===== src/rtl/mm_pkg.sv =====
// Shared types and phase-length constants for the matrix-multiply scheduler.
package mm_pkg;

  typedef enum logic [2:0] {
    IDLE,
    LOAD,
    CLEAR,
    COMPUTE,
    DRAIN,
    WRITE,
    DONE
  } state_t;

  localparam int DEF_N1 = 4;
  localparam int DEF_N2 = 4;
  localparam int DEF_M  = 8;

  localparam int COMPUTE_LEN = DEF_M * DEF_M / DEF_N1;
  localparam int DRAIN_LEN   = DEF_N1 + DEF_N2;
  localparam int WRITE_LEN   = DEF_N1 * DEF_N2;

  function automatic int computeLen(input int m, input int n1);
    return m * m / n1;
  endfunction

  function automatic int drainLen(input int n1, input int n2);
    return n1 + n2;
  endfunction

  function automatic int writeLen(input int n1, input int n2);
    return n1 * n2;
  endfunction

  // Counter width that can hold 0..count-1, never narrower than one bit
  function automatic int widthFor(input int count);
    return (count > 1) ? $clog2(count) : 1;
  endfunction

  function automatic int maxOf(input int a, input int b);
    return (a > b) ? a : b;
  endfunction

endpackage


===== src/rtl/phase_timer.sv =====
// Loadable down-counter that times the COMPUTE and DRAIN phases.
// o_terminal is high while the count sits at zero; the count never wraps.
module phase_timer #(
  parameter int W = 4
) (
  input  logic         clk,
  input  logic         rst,
  input  logic         i_clr,
  input  logic         i_load,
  input  logic [W-1:0] i_loadVal,
  input  logic         i_en,
  output logic         o_terminal
);

  logic [W-1:0] r_count;

  // Clear wins over load, load wins over counting down; stop at zero
  always_ff @(posedge clk or negedge rst) begin
    if (!rst) begin
      r_count <= '0;
    end else if (i_clr) begin
      r_count <= '0;
    end else if (i_load) begin
      r_count <= i_loadVal;
    end else if (i_en && (r_count != '0)) begin
      r_count <= r_count - 1'b1;
    end
  end

  assign o_terminal = (r_count == '0);

endmodule


===== src/rtl/mm_scheduler.sv =====
// Job sequencer for a systolic matrix multiplier:
// IDLE -> LOAD -> CLEAR -> COMPUTE -> DRAIN -> WRITE -> DONE -> IDLE.
// Optional feature: define MM_SCHED_PERF_CNT_EN to add the 32-bit cycle_cnt
// output counting the busy cycles of the most recent job.
module mm_scheduler
  import mm_pkg::*;
#(
  parameter int N1 = DEF_N1,
  parameter int N2 = DEF_N2,
  parameter int M  = DEF_M
) (
  input  logic                          clk,
  input  logic                          rst,
  input  logic                          start,
  input  logic                          abort,
  output logic                          load_req,
  input  logic                          load_done,
  output logic                          cntr_clr,
  output logic                          enable_row_count,
  output logic                          res_valid,
  input  logic                          res_ready,
  output logic [widthFor(N1*N2)-1:0]    res_idx,
  output logic                          busy,
  output logic                          done
`ifdef MM_SCHED_PERF_CNT_EN
  ,
  output logic [31:0]                   cycle_cnt
`endif
);

  localparam int CLEN  = computeLen(M, N1);
  localparam int DLEN  = drainLen(N1, N2);
  localparam int WLEN  = writeLen(N1, N2);
  localparam int TMR_W = widthFor(maxOf(CLEN, DLEN));
  localparam int IDX_W = widthFor(WLEN);

  state_t             r_state;
  state_t             w_nextState;
  logic               r_loadReq;
  logic               r_cntrClr;
  logic               r_enRowCount;
  logic               r_resValid;
  logic               r_busy;
  logic               r_done;
  logic [IDX_W-1:0]   r_resIdx;

  logic               w_handshake;
  logic               w_lastWord;
  logic               w_tmrLoad;
  logic [TMR_W-1:0]   w_tmrLoadVal;
  logic               w_tmrEn;
  logic               w_tmrTerminal;

  assign w_handshake = r_resValid & res_ready;
  assign w_lastWord  = (r_resIdx == IDX_W'(WLEN - 1));

  // Next-state decision; abort overrides every other request
  always_comb begin
    w_nextState = r_state;
    if (abort) begin
      w_nextState = IDLE;
    end else begin
      case (r_state)
        IDLE:    if (start)                     w_nextState = LOAD;
        LOAD:    if (load_done)                 w_nextState = CLEAR;
        CLEAR:                                  w_nextState = COMPUTE;
        COMPUTE: if (w_tmrTerminal)             w_nextState = DRAIN;
        DRAIN:   if (w_tmrTerminal)             w_nextState = WRITE;
        WRITE:   if (w_handshake && w_lastWord) w_nextState = DONE;
        DONE:                                   w_nextState = IDLE;
        default:                                w_nextState = IDLE;
      endcase
    end
  end

  // The timer is loaded with length-1 on phase entry so it reads zero in the last cycle
  always_comb begin
    w_tmrLoad    = ((w_nextState == COMPUTE) && (r_state != COMPUTE)) ||
                   ((w_nextState == DRAIN)   && (r_state != DRAIN));
    w_tmrLoadVal = (w_nextState == DRAIN) ? TMR_W'(DLEN - 1) : TMR_W'(CLEN - 1);
    w_tmrEn      = (r_state == COMPUTE) || (r_state == DRAIN);
  end

  phase_timer #(
    .W (TMR_W)
  ) u_phaseTimer (
    .clk        (clk),
    .rst        (rst),
    .i_clr      (abort),
    .i_load     (w_tmrLoad),
    .i_loadVal  (w_tmrLoadVal),
    .i_en       (w_tmrEn),
    .o_terminal (w_tmrTerminal)
  );

  // State register with outputs decoded from the upcoming state so they are registered
  always_ff @(posedge clk or negedge rst) begin
    if (!rst) begin
      r_state      <= IDLE;
      r_loadReq    <= 1'b0;
      r_cntrClr    <= 1'b0;
      r_enRowCount <= 1'b0;
      r_resValid   <= 1'b0;
      r_busy       <= 1'b0;
      r_done       <= 1'b0;
      r_resIdx     <= '0;
    end else begin
      r_state      <= w_nextState;
      r_loadReq    <= (w_nextState == LOAD);
      r_cntrClr    <= (w_nextState == CLEAR);
      r_enRowCount <= (w_nextState == COMPUTE);
      r_resValid   <= (w_nextState == WRITE);
      r_busy       <= (w_nextState != IDLE);
      r_done       <= (w_nextState == DONE);
      if (w_nextState != WRITE) begin
        r_resIdx <= '0;
      end else if (w_handshake) begin
        r_resIdx <= r_resIdx + 1'b1;
      end
    end
  end

  assign load_req         = r_loadReq;
  assign cntr_clr         = r_cntrClr;
  assign enable_row_count = r_enRowCount;
  assign res_valid        = r_resValid;
  assign res_idx          = r_resIdx;
  assign busy             = r_busy;
  assign done             = r_done;

`ifdef MM_SCHED_PERF_CNT_EN
  logic [31:0] r_cycleCnt;

  // Busy-cycle counter: restarts on an accepted start, holds while idle
  always_ff @(posedge clk or negedge rst) begin
    if (!rst) begin
      r_cycleCnt <= '0;
    end else if ((r_state == IDLE) && (w_nextState == LOAD)) begin
      r_cycleCnt <= '0;
    end else if (r_busy) begin
      r_cycleCnt <= r_cycleCnt + 32'd1;
    end
  end

  assign cycle_cnt = r_cycleCnt;
`else
  // Performance counter not built in this configuration.
`endif

endmodule


===== config.mk =====
export PLATFORM = sky130hd
export DESIGN_NAME = mm_scheduler
export DESIGN_NICKNAME = d
export VERILOG_FILES = /design/src/rtl/mm_pkg.sv /design/src/rtl/phase_timer.sv /design/src/rtl/mm_scheduler.sv
export SDC_FILE = /design/constraint.sdc
export NUM_CORES = 1
export LEC_CHECK = 0
export BUFFER_PORTS_ARGS = -buffer_cell sky130_fd_sc_hd__buf_2
export CAP_MARGIN = 20
export CORE_MARGIN = 2
export CORE_UTILIZATION = 35
export CTS_CLUSTER_DIAMETER = 120
export DETAILED_ROUTE_END_ITERATION = 8
export PLACE_DENSITY = 0.63
export SYNTH_ARGS = -nofsm -noshare
export SYNTH_HDL_FRONTEND = slang
export SYNTH_SLANG_ARGS = --single-unit
export TNS_END_PERCENT = 5

===== constraint.sdc =====
create_clock -name clk -period 2.4 [get_ports clk]
set_input_delay 0.48 -clock clk [delete_from_list [all_inputs] [get_ports clk]]
set_output_delay 0.48 -clock clk [all_outputs]
set_load 0.02 [all_outputs]

== Word-level counts from Yosys, hierarchy flattened ==
Cells that the tools add are included.

* Bits in registers: 17
* Output and inout bits: 10
* Logic and storage cells: 52

* $add $sub $neg: 2
* Bitwise operators: 1
* Muxes and demuxes: 13
* Eq/ne operators: 15
* Reductions and logical operators: 12

{| class="wikitable"
|+ Operators with widths
! cell !! count
|-
| 4-bit 2-to-1 mux || 6
|-
| 3-bit 2-to-1 mux || 6
|-
| 3-bit case mux with 6 select lines || 1
|-
| 3-bit equality test, second input constant || 5
|-
| 3-bit by 2-bit equality test with 1-bit output, second input constant || 4
|-
| 3-bit by 1-bit equality test with 1-bit output, second input constant || 2
|-
| 3-bit inequality test, second input constant || 2
|-
| 3-bit nonzero test || 2
|-
| 4-bit by 1-bit adder with 4-bit output, second input constant || 1
|-
| 4-bit equality test, second input constant || 1
|-
| 1-bit logical AND || 4
|-
| 4-bit zero test || 1
|-
| 4-bit nonzero test || 1
|-
| 4-bit by 1-bit subtractor with 4-bit output, second input constant || 1
|-
| 3-bit zero test || 1
|-
| 3-bit by 2-bit inequality test with 1-bit output, second input constant || 1
|-
| 1-bit logical OR || 2
|-
| 2-bit nonzero test || 1
|-
| 1-bit AND || 1
|}

== Longest topological paths before layout ==
Gate-level depths: netlist of run 1.

* Depth in word-level cells: 10
* Gate-level depth with buffers: 7

== Hierarchy ==
Synthesis of run 1 repeated with hierarchy kept, for this count alone.

* Cells, all modules: 100
* Area total of the unflattened synthesis: 1027.2 µm²

{| class="wikitable"
|+ By module, submodules not included
! module !! seq. area each (µm²) !! times used !! cells each !! area an instance (µm²)
|-
| mm_scheduler || 325.3 || 1 || 69 || 734.5
|-
| phase_timer || 100.1 || 1 || 31 || 292.8
|}

== Worst setup path before layout of run 1 ==
No wires, ideal clock.

* Kind: register -> register
* From: reg u_phaseTimer.r_count[0]
* To: reg r_resIdx[1], in the netlist res_idx[1]
* Setup time: 0.074 ns
* Stages on the path, launching flop included: 8
* Buffers on the path: 0
* Required time: 2.326 ns
* Clock period less this slack: 1.768 ns
* Arrival: 1.694 ns
* Slack: 0.632 ns
* Cell sequence: dfrtp_1 > inv_1 > ha_1 > nor3b_4 > o21ai_2 > a2111oi_4 > nand3_2 > a21oi_2

* Cells in the longest elaborated chain, start to end: 6
* Elaborated cells on any way between the ends: 8
* Classes of those cells: eq/ne (1); mux (5); reduce/logical (2)

{| class="wikitable"
|+ Ends and longest elaborated chain
! what !! line !! source
|-
| start, declared || phase_timer.sv:15 || <nowiki>logic [W-1:0] r_count;</nowiki>
|-
| start signal, assigned || phase_timer.sv:24 || <nowiki>r_count <= i_loadVal;</nowiki>
|-
| start signal, assigned || phase_timer.sv:26 || <nowiki>r_count <= r_count - 1'b1;</nowiki>
|-
| 4-bit zero test * || phase_timer.sv:30 || <nowiki>assign o_terminal = (r_count == '0);</nowiki>
|-
| 3-bit 2-to-1 mux (on tied branches) || mm_scheduler.sv:68, mm_scheduler.sv:67 ||
|-
| 3-bit case mux with 6 select lines * || mm_scheduler.sv:63 || <nowiki>case (r_state)</nowiki>
|-
| 3-bit 2-to-1 mux * || mm_scheduler.sv:60 || <nowiki>if (abort) begin</nowiki>
|-
| net w_nextState[0] || mm_scheduler.sv:38 || <nowiki>state_t w_nextState;</nowiki>
|-
| 3-bit inequality test * || mm_scheduler.sv:115 || <nowiki>if (w_nextState != WRITE) begin</nowiki>
|-
| 4-bit 2-to-1 mux / 2-bit nonzero test (equally long branches) || -- ||
|-
| end signal, assigned || mm_scheduler.sv:118 || <nowiki>r_resIdx <= r_resIdx + 1'b1;</nowiki>
|-
| end, declared || mm_scheduler.sv:45 || <nowiki>logic [IDX_W-1:0] r_resIdx;</nowiki>
|}

The timed path passes the listed nets; every way through them passes the cells marked *.
A chain may end at the register's enable or synchronous reset.

== Worst setup path in the final report of run 1 ==
Ends and elaborated chain as after synthesis.

==> flow_summary.html, run 1 <==
<table>
<tr><th>Metric</th><th>Value</th></tr>
<tr><th colspan="2">Run status</th></tr>
<tr><td>Status</td><td>finished, final reports clean</td></tr>
<tr><th colspan="2">Floorplan</th></tr>
<tr><td>Std-Cell Core Area</td><td>2520 sq um</td></tr>
<tr><td>Starting utilization of the core area</td><td>37.3%</td></tr>
<tr><td>Die extent in x</td><td>55.9 microns</td></tr>
<tr><td>Number of top-level pins</td><td>16</td></tr>
<tr><td>Vertical die dimension</td><td>55.9 microns</td></tr>
<tr><td>DIE AREA</td><td>3120 sq um</td></tr>
<tr><td>Placement row count</td><td>18</td></tr>
<tr><th colspan="2">Pwr</th></tr>
<tr><td>Logic gate share of total power</td><td>between 20% and 30%</td></tr>
<tr><td>P_sw</td><td>0.000200 W</td></tr>
<tr><td>Total Power Consumption</td><td>0.000626 W</td></tr>
<tr><td>Internal Pwr Total</td><td>0.000426 W</td></tr>
<tr><td>Total power divided by cell area</td><td>588 nW/um^2</td></tr>
<tr><td>Clock network power share</td><td>between 20% and 30%</td></tr>
<tr><td>Leak Pwr</td><td>~0.49 nW</td></tr>
<tr><td>Switching power share of the total</td><td>31.9%</td></tr>
<tr><td>Worst vdd rail ir drop</td><td>0.000323 V</td></tr>
<tr><td>Seq pwr share</td><td>52.8%</td></tr>
<tr><th colspan="2">Synth</th></tr>
<tr><td>Area share of the leading cell type in the synthesized netlist</td><td>45.2%</td></tr>
<tr><td>Part of the Yosys area used for sequential elements</td><td>a little under half</td></tr>
<tr><td>Flip-flop and latch count after synthesis</td><td>17</td></tr>
<tr><td>Area leader, netlist</td><td>dfrtp_1</td></tr>
<tr><td>Cell area after synthesis</td><td>around 940 sq um</td></tr>
<tr><td>Yosys Warn Count</td><td>0</td></tr>
<tr><td>Average instance area after synthesis</td><td>10.2 sq um</td></tr>
<tr><td>Ranking of synthesized cells by area</td><td>dfrtp_1 45%, xor2_1 4.7%, nand2_1 3.2%</td></tr>
<tr><td>Number of distinct library cells after synthesis</td><td>37</td></tr>
<tr><td>Syn_nets</td><td>100</td></tr>
<tr><td>Mapped Cells</td><td>92</td></tr>
<tr><th colspan="2">STA</th></tr>
<tr><td>Number of pins exceeding their max-slew limit in the final report</td><td>0</td></tr>
<tr><td>Setup repair after global routing missed its margin</td><td>false</td></tr>
<tr><td>Remaining max-slew budget at the tightest pin</td><td>68.2%</td></tr>
<tr><td>Count of endpoints failing setup in the final report</td><td>0</td></tr>
<tr><td>Setup TNS</td><td>0 ps</td></tr>
<tr><td>Fin Clk Skew</td><td>0.969 ps</td></tr>
<tr><td>Worst-Margin Slew</td><td>~480 ps</td></tr>
<tr><td>Max Freq</td><td>0.505 GHz</td></tr>
<tr><td>Share of the clock period used by the worst path after layout</td><td>82.5%</td></tr>
<tr><td>Final critical-path required period</td><td>1980 ps</td></tr>
<tr><td>Fin. Hold Viols</td><td>0</td></tr>
<tr><th colspan="2">Route</th></tr>
<tr><td>Detailed Route WL</td><td>1710 microns</td></tr>
<tr><td>1st-pass router iterations</td><td>4</td></tr>
<tr><td>Vias post-DR</td><td>712</td></tr>
<tr><td>Routed wirelength normalized by instance count</td><td>approximately 12 microns</td></tr>
<tr><td>Drc violations</td><td>0</td></tr>
<tr><td>Initial DRC count</td><td>7</td></tr>
<tr><td>Final antenna-violating net count</td><td>0</td></tr>
<tr><td>Detail-routed via count per cell</td><td>5.20</td></tr>
<tr><th colspan="2">Final layout</th></tr>
<tr><td>Total non-filler cell area in the finished layout</td><td>1060 sq um</td></tr>
<tr><td>ANT cells</td><td>0</td></tr>
<tr><td>Layout cell share with drive strength beyond 1</td><td>27.1%</td></tr>
<tr><td>Total number of nets in the final design</td><td>approximately 120</td></tr>
<tr><td>Layout-stage area growth over the synthesis result</td><td>13.0%</td></tr>
<tr><td>Commonest cells after routing, fill and taps aside</td><td>17 x dfrtp_1, 15 x buf_2, 8 x nand2_1, 6 x inv_1, 6 x nor2_1</td></tr>
<tr><td>Commonest non-fill, non-tap cell in the layout</td><td>dfrtp_1</td></tr>
<tr><th colspan="2">Critical path</th></tr>
<tr><td>Start point of the critical path</td><td>u_phaseTimer.r_count[0]</td></tr>
<tr><td>Critical Path Sink Type</td><td>flip-flop</td></tr>
<tr><td>Crit Path Category</td><td>flip-flop to flip-flop</td></tr>
<tr><td>Source of the worst register-to-register timing path</td><td>u_phaseTimer.r_count[0]</td></tr>
<tr><td>Required time worst endpoint</td><td>2630 ps</td></tr>
<tr><td>Cell depth of the worst flop-to-flop path</td><td>7</td></tr>
<tr><td>Worst Path Max Fanout</td><td>8</td></tr>
<tr><td>Startpoint kind of the worst setup timing path</td><td>flip-flop</td></tr>
<tr><td>Arrival time at the worst endpoint</td><td>2210 ps</td></tr>
<tr><th colspan="2">Clocking</th></tr>
<tr><td>Post-CTS Hold Fix Bufs</td><td>0</td></tr>
<tr><td>Max Root-Sink Buffers</td><td>2</td></tr>
<tr><td>Post-CTS Setup Repair Bufs</td><td>0</td></tr>
<tr><td>Clk slew on worst S/H paths</td><td>100 ps</td></tr>
<tr><td>Root buffer cell</td><td>clkbuf_4</td></tr>
<tr><td>Number of sinks handled by clock tree synthesis</td><td>17</td></tr>
<tr><td>Number of gates resized after CTS</td><td>0</td></tr>
<tr><td>CTS tree</td><td>yes</td></tr>
<tr><td>CTS Buf Count</td><td>3</td></tr>
<tr><td>H-tree depth</td><td>1</td></tr>
<tr><td>Skew-Pair Late Insertion Delay</td><td>290 ps</td></tr>
<tr><th colspan="2">Placement</th></tr>
<tr><td>Final weighted congestion in routability-driven placement</td><td>0.788</td></tr>
<tr><td>Placed cell area</td><td>1040 sq um</td></tr>
<tr><td>Detailed-placement wirelength estimate</td><td>1280 microns</td></tr>
<tr><td>Number of buffers added on ports</td><td>15</td></tr>
<tr><th colspan="2">Worst hold path</th></tr>
<tr><td>HP Class</td><td>input port to asynchronous set/reset pin</td></tr>
<tr><th colspan="2">Global route</th></tr>
<tr><td>Remaining Overflow, GRT</td><td>0</td></tr>
<tr><td>Via count of the first global-routing pass</td><td>between 600 and 700</td></tr>
<tr><td>First-pass GRT wire length</td><td>approximately 2900 microns</td></tr>
<tr><td>Number of antenna violations at the first check in global routing</td><td>0</td></tr>
<tr><td>Overall routing resource usage</td><td>11.9%</td></tr>
<tr><td>Pin count of the biggest net entering global routing</td><td>18</td></tr>
<tr><th colspan="2">Run</th></tr>
<tr><td>Max-cap viol count</td><td>0</td></tr>
</table>
## final timing paths
path	slack, ps	end
max	420	res_idx[1]
min	80	u_phaseTimer.r_count[0]
max reg2reg	420	res_idx[1]
min reg2reg	600	u_phaseTimer.r_count[0]
max in group asynchronous	2050	r_state[1]
min in group clk	470	enable_row_count
## final cells by class
cell class	instances	area, sq um
fill	258	1460
multi-input combinational	65	475
timing repair buffer	15	75.1
inverter	6	22.5
clock buffer	3	22.5
clock inverter	1	5.00
tap	30	37.5
sequential	17	425
## sequential cells by signal (all words and copies together) (netlist names)
register / flops
cntr_clr: 1
load_req: 1
busy: 1
r_state: 3
res_valid: 1
u_phaseTimer.r_count: 4
done: 1
enable_row_count: 1
res_idx: 4
## worst max-delay path, cell delays in order, from the launching register on
cell,delay [ps]
dfrtp_1,420
inv_1,70
ha_1,170
nor3b_4,380
o21ai_2,120
a2111oi_4,430
nand3_2,190
a21oi_2,140
## metal layers
metal / routed length [microns] / GRT usage (%) / vias to the layer above / share of wire, %
li1: - / - / 359 / -
met1: 856 / 17.2 / 337 / 50
met2: 747 / 16.7 / 16 / 44
met3: 101 / 5.35 / 0 / 5.9
met4: 0 / 2.04 / 0 / 0
met5: 0 / 0 / - / 0
## power by group through the flow
stage	Combinational [W]	Clock (W)	Sequential (W)
after floorplan	0.000111	0	0.000334
after CTS	0.000143	0.000162	0.000330
after detailed placement	0.000143	0	0.000336
after global placement	0.000142	0	0.000336
after global routing	0.000158	0.000180	0.000334
final	0.000141	0.000154	0.000330
## Yosys cell counts
cell,n
dfrtp_1,17
nand2_1,8
inv_1,6
nor2_1,6
a21oi_1,5
xor2_1,5
nand3_1,4
a21oi_2,3
o21ai_1,3
and3_1,2
buf_2,2
clkbuf_1,2
ha_1,2
nor2b_1,2
o22ai_1,2
or3b_1,2
a2111o_1,1
a2111oi_2,1
a2111oi_4,1
a211o_1,1
a211oi_1,1
a31oi_2,1
nand2b_1,1
nand3_2,1
nand3b_1,1
nand4_1,1
nand4b_1,1
nor3_1,1
nor3b_4,1
nor4b_1,1
nor4b_2,1
o211ai_1,1
o21ai_0,1
o21ai_2,1
or2_1,1
or4_1,1
xnor2_1,1
## per-stage QoR
| step | hold slack [ps] | util (%) | instances | worst slack (ps) |
|---|---|---|---|---|
| after global placement | 424 | 41.1 | 133 | 483 |
| after global routing | 91.7 | 42.2 | 137 | 279 |
| final | 84.9 | 42.2 | 137 | 419 |
| after CTS | 94.0 | 42.2 | 137 | 416 |
| after detailed placement | 425 | 41.1 | 133 | 439 |
| after floorplan | 184 | - | 92 | 632 |
## kinds of logic (layout without fill, tap and decap cells)
family / after synthesis / after routing / synth area share, %
buffers and inverters: 10 / 25 / 4.26
adders and majority gates: 2 / 2 / 2.66
xor gates and xnor gates: 6 / 6 / 5.59
DFF: 17 / 17 / 45.2
and+or+nand+nor: 35 / 35 / 22.9
AOI/OAI and AO/OA: 22 / 22 / 19.4
Power figures use the tool's default switching activity.
==> inputs of run 2 (changes only) <==
- ABC_AREA: unset -> 1
- clock period: 2.4 -> 1.9 ns (I/O delays scaled with it)
==> flow_summary.html, run 2 <==
<table>
<tr><th>Metric</th><th>Value</th></tr>
<tr><th colspan="2">STA</th></tr>
<tr><td>Fin Clk Skew</td><td>5.35 ps (+4.38 ps)</td></tr>
<tr><td>Worst-case setup margin in the final layout</td><td>135 ps (-284 ps)</td></tr>
<tr><td>Share of the clock period used by the worst path after layout</td><td>92.9% (+10 points)</td></tr>
<tr><td>Max Freq</td><td>0.567 GHz (+12%)</td></tr>
<tr><td>Count of endpoints failing setup in the final report</td><td>0 (unchanged)</td></tr>
<tr><td>Number of pins exceeding their max-slew limit in the final report</td><td>0 (unchanged)</td></tr>
<tr><td>Worst-Margin Slew</td><td>417 ps (-58.9 ps)</td></tr>
<tr><td>Fin. Hold Viols</td><td>0 (unchanged)</td></tr>
<tr><td>Remaining max-slew budget at the tightest pin</td><td>72.1% (+3.9 points)</td></tr>
<tr><td>Final critical-path required period</td><td>1760 ps (-216 ps)</td></tr>
<tr><td>Worst hold slack</td><td>2.75 ps (-82.1 ps)</td></tr>
<tr><th colspan="2">Final layout</th></tr>
<tr><td>Layout-stage area growth over the synthesis result</td><td>23.6%</td></tr>
<tr><td>Layout cell share with drive strength beyond 1</td><td>43.2% (+16 points)</td></tr>
<tr><td>Area taken by flip-flops and latches</td><td>425 sq um (unchanged)</td></tr>
<tr><td>Total number of nets in the final design</td><td>141 (+22%)</td></tr>
<tr><td>Count of filler cells inserted in the layout</td><td>252 (-2.3%)</td></tr>
<tr><td>Commonest cells after routing, fill and taps aside</td><td>17 x dfrtp_1, 15 x buf_2, 14 x nor2_1, 14 x nand3_1, 9 x nand2_1</td></tr>
<tr><td>Area used by multi-input combinational logic</td><td>490 sq um (+3.2%)</td></tr>
<tr><td>ANT cells</td><td>0 (unchanged)</td></tr>
<tr><td>Commonest non-fill, non-tap cell in the layout</td><td>dfrtp_1</td></tr>
<tr><th colspan="2">Synth</th></tr>
<tr><td>Yosys Warn Count</td><td>0 (unchanged)</td></tr>
<tr><td>Area share of the leading cell type in the synthesized netlist</td><td>45.0% (-0.18 points)</td></tr>
<tr><td>Average instance area after synthesis</td><td>8.91 sq um (-13%)</td></tr>
<tr><td>Cell area after synthesis</td><td>945 sq um (+0.40%)</td></tr>
<tr><td>Ys flop type</td><td>dfrtp_1</td></tr>
<tr><td>Flip-flop and latch count after synthesis</td><td>17 (unchanged)</td></tr>
<tr><td>Part of the Yosys area used for sequential elements</td><td>45.0% (-0.18 points)</td></tr>
<tr><td>Mapped Cells</td><td>106 (+15%)</td></tr>
<tr><td>Number of distinct library cells after synthesis</td><td>22 (-41%)</td></tr>
<tr><td>Area leader, netlist</td><td>dfrtp_1</td></tr>
<tr><td>Ranking of synthesized cells by area</td><td>dfrtp_1 45%, nand3_1 7.9%, nor2_1 6.0%</td></tr>
<tr><td>Most frequent cells after synthesis</td><td>17 x dfrtp_1, 15 x nand3_1, 15 x nor2_1</td></tr>
<tr><td>Number of enable flip-flop cells after synthesis</td><td>0 (unchanged)</td></tr>
<tr><td>Share of synthesized flip-flops with an asynchronous set or reset</td><td>100% (unchanged)</td></tr>
<tr><td>Most frequently used cell type in the post-synthesis netlist</td><td>dfrtp_1</td></tr>
<tr><td>Syn_nets</td><td>114 (+14%)</td></tr>
<tr><th colspan="2">Pwr</th></tr>
<tr><td>Switching power share of the total</td><td>34.2% (+2.2 points)</td></tr>
<tr><td>Seq pwr share</td><td>47.3% (-5.5 points)</td></tr>
<tr><td>Clock network power share</td><td>19.9% (-4.8 points)</td></tr>
<tr><td>Internal Pwr Total</td><td>0.000614 W (+44%)</td></tr>
<tr><td>P_sw</td><td>0.000318 W (+59%)</td></tr>
<tr><td>Logic gate share of total power</td><td>32.8% (+10 points)</td></tr>
<tr><td>Leak Pwr</td><td>0.562 nW (+16%)</td></tr>
<tr><td>Worst vdd rail ir drop</td><td>0.000625 V (+94%)</td></tr>
<tr><td>Total power divided by cell area</td><td>799 nW/um^2 (+36%)</td></tr>
<tr><td>Total Power Consumption</td><td>0.000932 W (+49%)</td></tr>
<tr><th colspan="2">Worst hold path</th></tr>
<tr><td>HP Class</td><td>input port to asynchronous set/reset pin</td></tr>
<tr><th colspan="2">Route</th></tr>
<tr><td>1st-pass router iterations</td><td>4 (unchanged)</td></tr>
<tr><td>Detail-routed via count per cell</td><td>4.64 (-11%)</td></tr>
<tr><td>Vias post-DR</td><td>752 (+5.6%)</td></tr>
<tr><td>Initial DRC count</td><td>5 (-2)</td></tr>
<tr><td>Detailed Route WL</td><td>1810 microns (+6.0%)</td></tr>
<tr><td>Routed wirelength normalized by instance count</td><td>11.2 microns (-10%)</td></tr>
<tr><td>Final antenna-violating net count</td><td>0 (unchanged)</td></tr>
<tr><td>Drc violations</td><td>0 (unchanged)</td></tr>
<tr><th colspan="2">Critical path</th></tr>
<tr><td>Cell chain of the critical path</td><td>inv_2, ha_4, nand2_2, nor2_2, nand2_1, nand3_2, o21ai_4, nand4_4, nand2_4, inv_2, nand3_1, nand2_1</td></tr>
<tr><td>Worst Path Max Fanout</td><td>6 (-2)</td></tr>
<tr><td>Highest-delay cell along the critical path</td><td>dfrtp_1</td></tr>
<tr><td>Family with the most delay on the worst path</td><td>simple AND/OR/NAND/NOR gates</td></tr>
<tr><td>Required time worst endpoint</td><td>2080 ps (-550 ps)</td></tr>
<tr><td>Stage delay of the slowest cell on the critical path</td><td>370 ps (-60 ps)</td></tr>
<tr><td>Crit Path Category</td><td>flip-flop to flip-flop</td></tr>
<tr><td>Arrival time at the worst endpoint</td><td>1940 ps (-270 ps)</td></tr>
<tr><td>Worst path buffer plus inverter count</td><td>2 (+1)</td></tr>
<tr><td>Critical Path Sink Type</td><td>flip-flop</td></tr>
<tr><td>Startpoint kind of the worst setup timing path</td><td>flip-flop</td></tr>
<tr><th colspan="2">Global route</th></tr>
<tr><td>Overall routing resource usage</td><td>12.7% (+0.74 points)</td></tr>
<tr><td>Remaining Overflow, GRT</td><td>0 (unchanged)</td></tr>
<tr><td>Via count of the first global-routing pass</td><td>718 (+13%)</td></tr>
<tr><td>Number of antenna violations at the first check in global routing</td><td>0 (unchanged)</td></tr>
<tr><td>First-pass GRT wire length</td><td>3190 microns (+8.4%)</td></tr>
<tr><td>Pin count of the biggest net entering global routing</td><td>18 (unchanged)</td></tr>
<tr><th colspan="2">Floorplan</th></tr>
<tr><td>Number of top-level pins</td><td>16 (unchanged)</td></tr>
<tr><td>Std-Cell Core Area</td><td>2520 sq um (unchanged)</td></tr>
<tr><td>Die extent in x</td><td>56.0 microns (+0.18%)</td></tr>
<tr><td>Placement row count</td><td>18 (unchanged)</td></tr>
<tr><td>Starting utilization of the core area</td><td>37.5% (+0.15 points)</td></tr>
<tr><td>DIE AREA</td><td>3130 sq um (+0.36%)</td></tr>
<tr><td>Vertical die dimension</td><td>56.0 microns (+0.18%)</td></tr>
<tr><th colspan="2">Clocking</th></tr>
<tr><td>Post-CTS Hold Fix Bufs</td><td>0 (unchanged)</td></tr>
<tr><td>CTS Buf Count</td><td>3 (unchanged)</td></tr>
<tr><td>Root buffer cell</td><td>clkbuf_4</td></tr>
<tr><td>Clk slew on worst S/H paths</td><td>100 ps (about the same)</td></tr>
<tr><td>CTS tree</td><td>yes</td></tr>
<tr><td>Skew-Pair Late Insertion Delay</td><td>280 ps (about the same)</td></tr>
<tr><td>Number of sinks handled by clock tree synthesis</td><td>17 (unchanged)</td></tr>
<tr><td>H-tree depth</td><td>1 (unchanged)</td></tr>
<tr><td>Max Root-Sink Buffers</td><td>2 (unchanged)</td></tr>
<tr><th colspan="2">Run</th></tr>
<tr><td>Max-cap viol count</td><td>0 (unchanged)</td></tr>
<tr><th colspan="2">Placement</th></tr>
<tr><td>Detailed-placement wirelength estimate</td><td>1390 microns (+8.6%)</td></tr>
<tr><td>Setup Slack @ Placement</td><td>16.4 ps (-423 ps)</td></tr>
<tr><td>Final weighted congestion in routability-driven placement</td><td>0.796 (+0.99%)</td></tr>
<tr><td>Number of buffers added on ports</td><td>15 (unchanged)</td></tr>
<tr><th colspan="2">Run status</th></tr>
<tr><td>Status</td><td>finished, final reports clean</td></tr>
</table>
==> run 2: timing repair <==
| action | 4_1_cts | 5_1_grt |
|---|---|---|
| buffers inserted | 0 | 7 |
| pin swaps | 0 | 6 |
| resized for setup | 1 | 8 |
| setup endpoints to repair | 1 | 8 |
==> run 2: final cells by class <==
type	instances	share of cell area (%)
inverter	16	5.14
timing repair buffer	22	10.9
tap	30	3.22
multi-input combinational	73	42.0
sequential	17	36.4
clock buffer	4	2.25
==> run 2: final timing paths <==
| path | start | cells after the start | to | slack [ps] |
|---|---|---|---|---|
| min reg2reg | u_phaseTimer.r_count[1] | 2 | u_phaseTimer.r_count[1] | 540 |
| max in group asynchronous | rst | 1 | res_idx[2] | 1620 |
| min | rst | 1 | r_state[0] | 3 |
| max | u_phaseTimer.r_count[0] | 12 | u_phaseTimer.r_count[2] | 140 |
| max reg2reg | u_phaseTimer.r_count[0] | 12 | u_phaseTimer.r_count[2] | 140 |
| min in group clk | res_ready | 3 | res_idx[1] | 390 |
==> run 2: kinds of logic after synthesis <==
| kind of cell | synth area share, % |
|---|---|
| adders and majority gates | 2.65 |
| and+or+nand+nor | 34.3 |
| xor gates and xnor gates | 4.64 |
| AOI/OAI and AO/OA | 7.02 |
| DFF | 45.0 |
| buffers and inverters | 6.36 |
==> run 2: worst reg2reg max path: cells and delay by family, from the launching register on <==
family	cells	cell delay, ps
and+or+nand+nor	8	700
DFF	1	370
AOI/OAI and AO/OA	1	300
adders and majority gates	1	170
buffers and inverters	2	120
==> run 2: per-stage QoR <==
| stage | cell area, sq um | std cells | utilization (%) | TNS, ps |
|---|---|---|---|---|
| after floorplan | 945 | 106 | - | 0 |
| after global placement | 1060 | 151 | 41.9 | 0 |
| after detailed placement | 1060 | 151 | 41.9 | 0 |
| after CTS | 1090 | 155 | 43.1 | 0 |
| after global routing | 1170 | 162 | 46.3 | -18.8 |
| final | 1170 | 162 | 46.3 | 0 |
==> run 2: power groups by stage <==
stage               combinational [W]  clock [W]  sequential, W
global route                 0.000342   0.000213       0.000446
floorplan                    0.000192          0       0.000451
CTS                          0.000273   0.000196       0.000438
detailed placement           0.000267          0       0.000443
finish                       0.000306   0.000186       0.000441
global placement             0.000260          0       0.000444
==> run 2: layer usage <==
layer / part of all wire (%) / routed length [microns] / GRT usage [%] / vias to the layer above
li1: - / - / - / 393
met1: 49 / 887 / 18.7 / 349
met2: 47 / 853 / 18.2 / 8
met3: 2.5 / 46 / 1.63 / 2
met4: 1.1 / 19 / 6.12 / 0
met5: 0 / 0 / 0 / -
==> inputs of run 3 (changes only) <==
- GPL_TIMING_DRIVEN: unset -> 0
==> flow_summary.html, run 3 (synthesis gave the netlist of run 2 again) <==
<table>
<tr><th>Metric</th><th>Value</th></tr>
<tr><th colspan="2">Clocking</th></tr>
<tr><td>Number of sinks handled by clock tree synthesis</td><td>17 (unchanged)</td></tr>
<tr><td>Max Root-Sink Buffers</td><td>2 (unchanged)</td></tr>
<tr><td>Root buffer cell</td><td>clkbuf_4</td></tr>
<tr><td>CTS Buf Count</td><td>3 (unchanged)</td></tr>
<tr><td>CTS tree</td><td>yes</td></tr>
<tr><td>Post-CTS Hold Fix Bufs</td><td>0 (unchanged)</td></tr>
<tr><td>Skew-Pair Late Insertion Delay</td><td>280 ps (about the same)</td></tr>
<tr><td>H-tree depth</td><td>1 (unchanged)</td></tr>
<tr><td>Clk slew on worst S/H paths</td><td>100 ps (about the same)</td></tr>
<tr><th colspan="2">Global route</th></tr>
<tr><td>First-pass GRT wire length</td><td>3220 microns (+1.1%)</td></tr>
<tr><td>Number of antenna violations at the first check in global routing</td><td>0 (unchanged)</td></tr>
<tr><td>Overall routing resource usage</td><td>12.9% (+0.21 points)</td></tr>
<tr><td>Remaining Overflow, GRT</td><td>0 (unchanged)</td></tr>
<tr><td>Pin count of the biggest net entering global routing</td><td>18 (unchanged)</td></tr>
<tr><td>Via count of the first global-routing pass</td><td>750 (+4.5%)</td></tr>
<tr><th colspan="2">Floorplan</th></tr>
<tr><td>Die extent in x</td><td>56.0 microns (unchanged)</td></tr>
<tr><td>Vertical die dimension</td><td>56.0 microns (unchanged)</td></tr>
<tr><td>DIE AREA</td><td>3130 sq um (unchanged)</td></tr>
<tr><td>Starting utilization of the core area</td><td>37.5% (unchanged)</td></tr>
<tr><td>Placement row count</td><td>18 (unchanged)</td></tr>
<tr><td>Number of top-level pins</td><td>16 (unchanged)</td></tr>
<tr><td>Std-Cell Core Area</td><td>2520 sq um (unchanged)</td></tr>
<tr><th colspan="2">Run</th></tr>
<tr><td>Max-cap viol count</td><td>0 (unchanged)</td></tr>
<tr><th colspan="2">Critical path</th></tr>
<tr><td>Worst Path Max Fanout</td><td>4 (-2)</td></tr>
<tr><td>Most frequent cell on the critical path</td><td>inv_2</td></tr>
<tr><td>Cell depth of the worst flop-to-flop path</td><td>13 (+1)</td></tr>
<tr><td>Arrival time at the worst endpoint</td><td>1990 ps (+50 ps)</td></tr>
<tr><td>Startpoint kind of the worst setup timing path</td><td>flip-flop</td></tr>
<tr><td>Required time worst endpoint</td><td>2120 ps (+40 ps)</td></tr>
<tr><td>Highest-delay cell along the critical path</td><td>dfrtp_1</td></tr>
<tr><td>Stage delay of the slowest cell on the critical path</td><td>410 ps (+40 ps)</td></tr>
<tr><td>Critical Path Sink Type</td><td>flip-flop</td></tr>
<tr><td>Cell chain of the critical path</td><td>inv_2, ha_4, nand2_2, nor2_4, nand2_2, nand3_2, o21ai_4, buf_4, inv_2, nand2_1, nor2_2, inv_2, a21oi_2</td></tr>
<tr><td>Crit Path Category</td><td>flip-flop to flip-flop</td></tr>
<tr><th colspan="2">Final layout</th></tr>
<tr><td>Commonest cells after routing, fill and taps aside</td><td>17 x dfrtp_1, 15 x nand3_1, 15 x buf_2, 12 x nor2_1, 10 x nand2_2</td></tr>
<tr><td>Layout-stage area growth over the synthesis result</td><td>21.1%</td></tr>
<tr><td>Layout cell share with drive strength beyond 1</td><td>42.6% (-0.55 points)</td></tr>
<tr><td>ANT cells</td><td>0 (unchanged)</td></tr>
<tr><td>Total number of nets in the final design</td><td>138 (-2.1%)</td></tr>
<tr><td>Commonest non-fill, non-tap cell in the layout</td><td>dfrtp_1</td></tr>
<tr><th colspan="2">STA</th></tr>
<tr><td>Worst hold slack</td><td>-0.557 ps (-3.31 ps)</td></tr>
<tr><td>Fin Clk Skew</td><td>5.15 ps (-0.197 ps)</td></tr>
<tr><td>Final critical-path required period</td><td>1770 ps (+6.70 ps)</td></tr>
<tr><td>Setup TNS</td><td>0 ps (unchanged)</td></tr>
<tr><td>Worst-Margin Slew</td><td>420 ps (+3.70 ps)</td></tr>
<tr><td>Remaining max-slew budget at the tightest pin</td><td>71.9% (-0.25 points)</td></tr>
<tr><td>Count of endpoints failing setup in the final report</td><td>0 (unchanged)</td></tr>
<tr><td>Share of the clock period used by the worst path after layout</td><td>93.2% (+0.35 points)</td></tr>
<tr><td>Max Freq</td><td>0.565 GHz (-0.38%)</td></tr>
<tr><td>Fin. Hold Viols</td><td>3 (+3)</td></tr>
<tr><td>Number of pins exceeding their max-slew limit in the final report</td><td>0 (unchanged)</td></tr>
<tr><th colspan="2">Worst hold path</th></tr>
<tr><td>HP Class</td><td>input port to asynchronous set/reset pin</td></tr>
<tr><th colspan="2">Placement</th></tr>
<tr><td>Number of buffers added on ports</td><td>15 (unchanged)</td></tr>
<tr><td>Final weighted congestion in routability-driven placement</td><td>0.868 (+9.1%)</td></tr>
<tr><td>Detailed-placement wirelength estimate</td><td>1380 microns (-1.1%)</td></tr>
<tr><th colspan="2">Run status</th></tr>
<tr><td>Status</td><td>finished with violations</td></tr>
<tr><td>Violated checks</td><td>negative hold slack</td></tr>
<tr><th colspan="2">Pwr</th></tr>
<tr><td>Worst vdd rail ir drop</td><td>0.000525 V (-16%)</td></tr>
<tr><td>Leak Pwr</td><td>0.542 nW (-3.4%)</td></tr>
<tr><td>Total power divided by cell area</td><td>819 nW/um^2 (+2.6%)</td></tr>
<tr><th colspan="2">Route</th></tr>
<tr><td>Vias post-DR</td><td>760 (+1.1%)</td></tr>
<tr><td>1st-pass router iterations</td><td>4 (unchanged)</td></tr>
<tr><td>Detailed Route WL</td><td>1780 microns (-1.8%)</td></tr>
<tr><td>Final antenna-violating net count</td><td>0 (unchanged)</td></tr>
<tr><td>Initial DRC count</td><td>11 (+6)</td></tr>
<tr><td>Routed wirelength normalized by instance count</td><td>11.2 microns (about the same)</td></tr>
<tr><td>Detail-routed via count per cell</td><td>4.78 (+3.0%)</td></tr>
<tr><td>Drc violations</td><td>0 (unchanged)</td></tr>
</table>
-- run 3: cell count changes in the layout (fill, tap and decap cells not counted), sizes merged --
cell  before  now
buf       22   19
-- run 3: layout make-up --
type | instances | area (sq um)
Fill cell | 246 | 1380
Tap cell | 30 | 37.5
Multi-Input combinational cell | 73 | 489
Inverter | 16 | 60.1
Clock buffer | 4 | 26.3
Timing Repair Buffer | 19 | 105
Sequential cell | 17 | 425
-- run 3: timing repair --
action | CTS | global route
setup buffers | 0 | 4
cloned | 0 | 0
pin swaps | 0 | 5
endpoints found under the setup margin | 1 | 8
resized for setup | 1 | 9
-- run 3: report_power, final --
group	total, W	switching [W]	internal, W
Combinational	0.000305	0.000173	0.000132
Sequential	0.000445	0.0000419	0.000403
Clock	0.000187	0.000106	0.0000814
Total	0.000937	0.000321	0.000616
-- run 3: final timing paths --
| path | startpoint | endpoint | slack, ps |
|---|---|---|---|
| max | u_phaseTimer.r_count[0] | res_idx[1] | 130 |
| min | rst | done | -0.6 |
| min in group clk | res_ready | res_idx[1] | 390 |
| max in group asynchronous | rst | res_idx[2] | 1630 |
| min reg2reg | u_phaseTimer.r_count[1] | u_phaseTimer.r_count[1] | 560 |
| max reg2reg | u_phaseTimer.r_count[0] | res_idx[1] | 130 |
-- run 3: per-stage QoR --
stage | instances | instance area (sq um) | utilization, % | total power, W | setup WS (ps)
2_1_floorplan | 106 | 945 | - | 0.000643 | 131
3_3_place_gp | 151 | 1060 | 41.9 | 0.000699 | 86.9
3_5_place_dp | 151 | 1060 | 41.9 | 0.000705 | 19.8
4_1_cts | 155 | 1090 | 43.1 | 0.000899 | 39.1
5_1_grt | 159 | 1140 | 45.3 | 0.00100 | -12.4
6_report | 159 | 1140 | 45.3 | 0.000937 | 129
-- run 3: metal layers --
| layer | share of wire [%] | GRT usage, % | wire (microns) | vias up |
|---|---|---|---|---|
| met3 | 1.2 | 1.40 | 22 | 2 |
| met4 | 1.1 | 6.46 | 19 | 0 |
| met1 | 48 | 17.6 | 845 | 364 |
| met5 | 0 | 0 | 0 | - |
| li1 | - | - | - | 388 |
| met2 | 50 | 20.2 | 889 | 6 |
-- run 3: worst max-delay path: cells and delay by family, from the launching register on --
family | cells | cell delay (ps)
and+or+nand+nor | 6 | 570
buffers and inverters | 4 | 380
AOI/OAI and AO/OA | 2 | 190
DFF | 1 | 410
adders and majority gates | 1 | 150
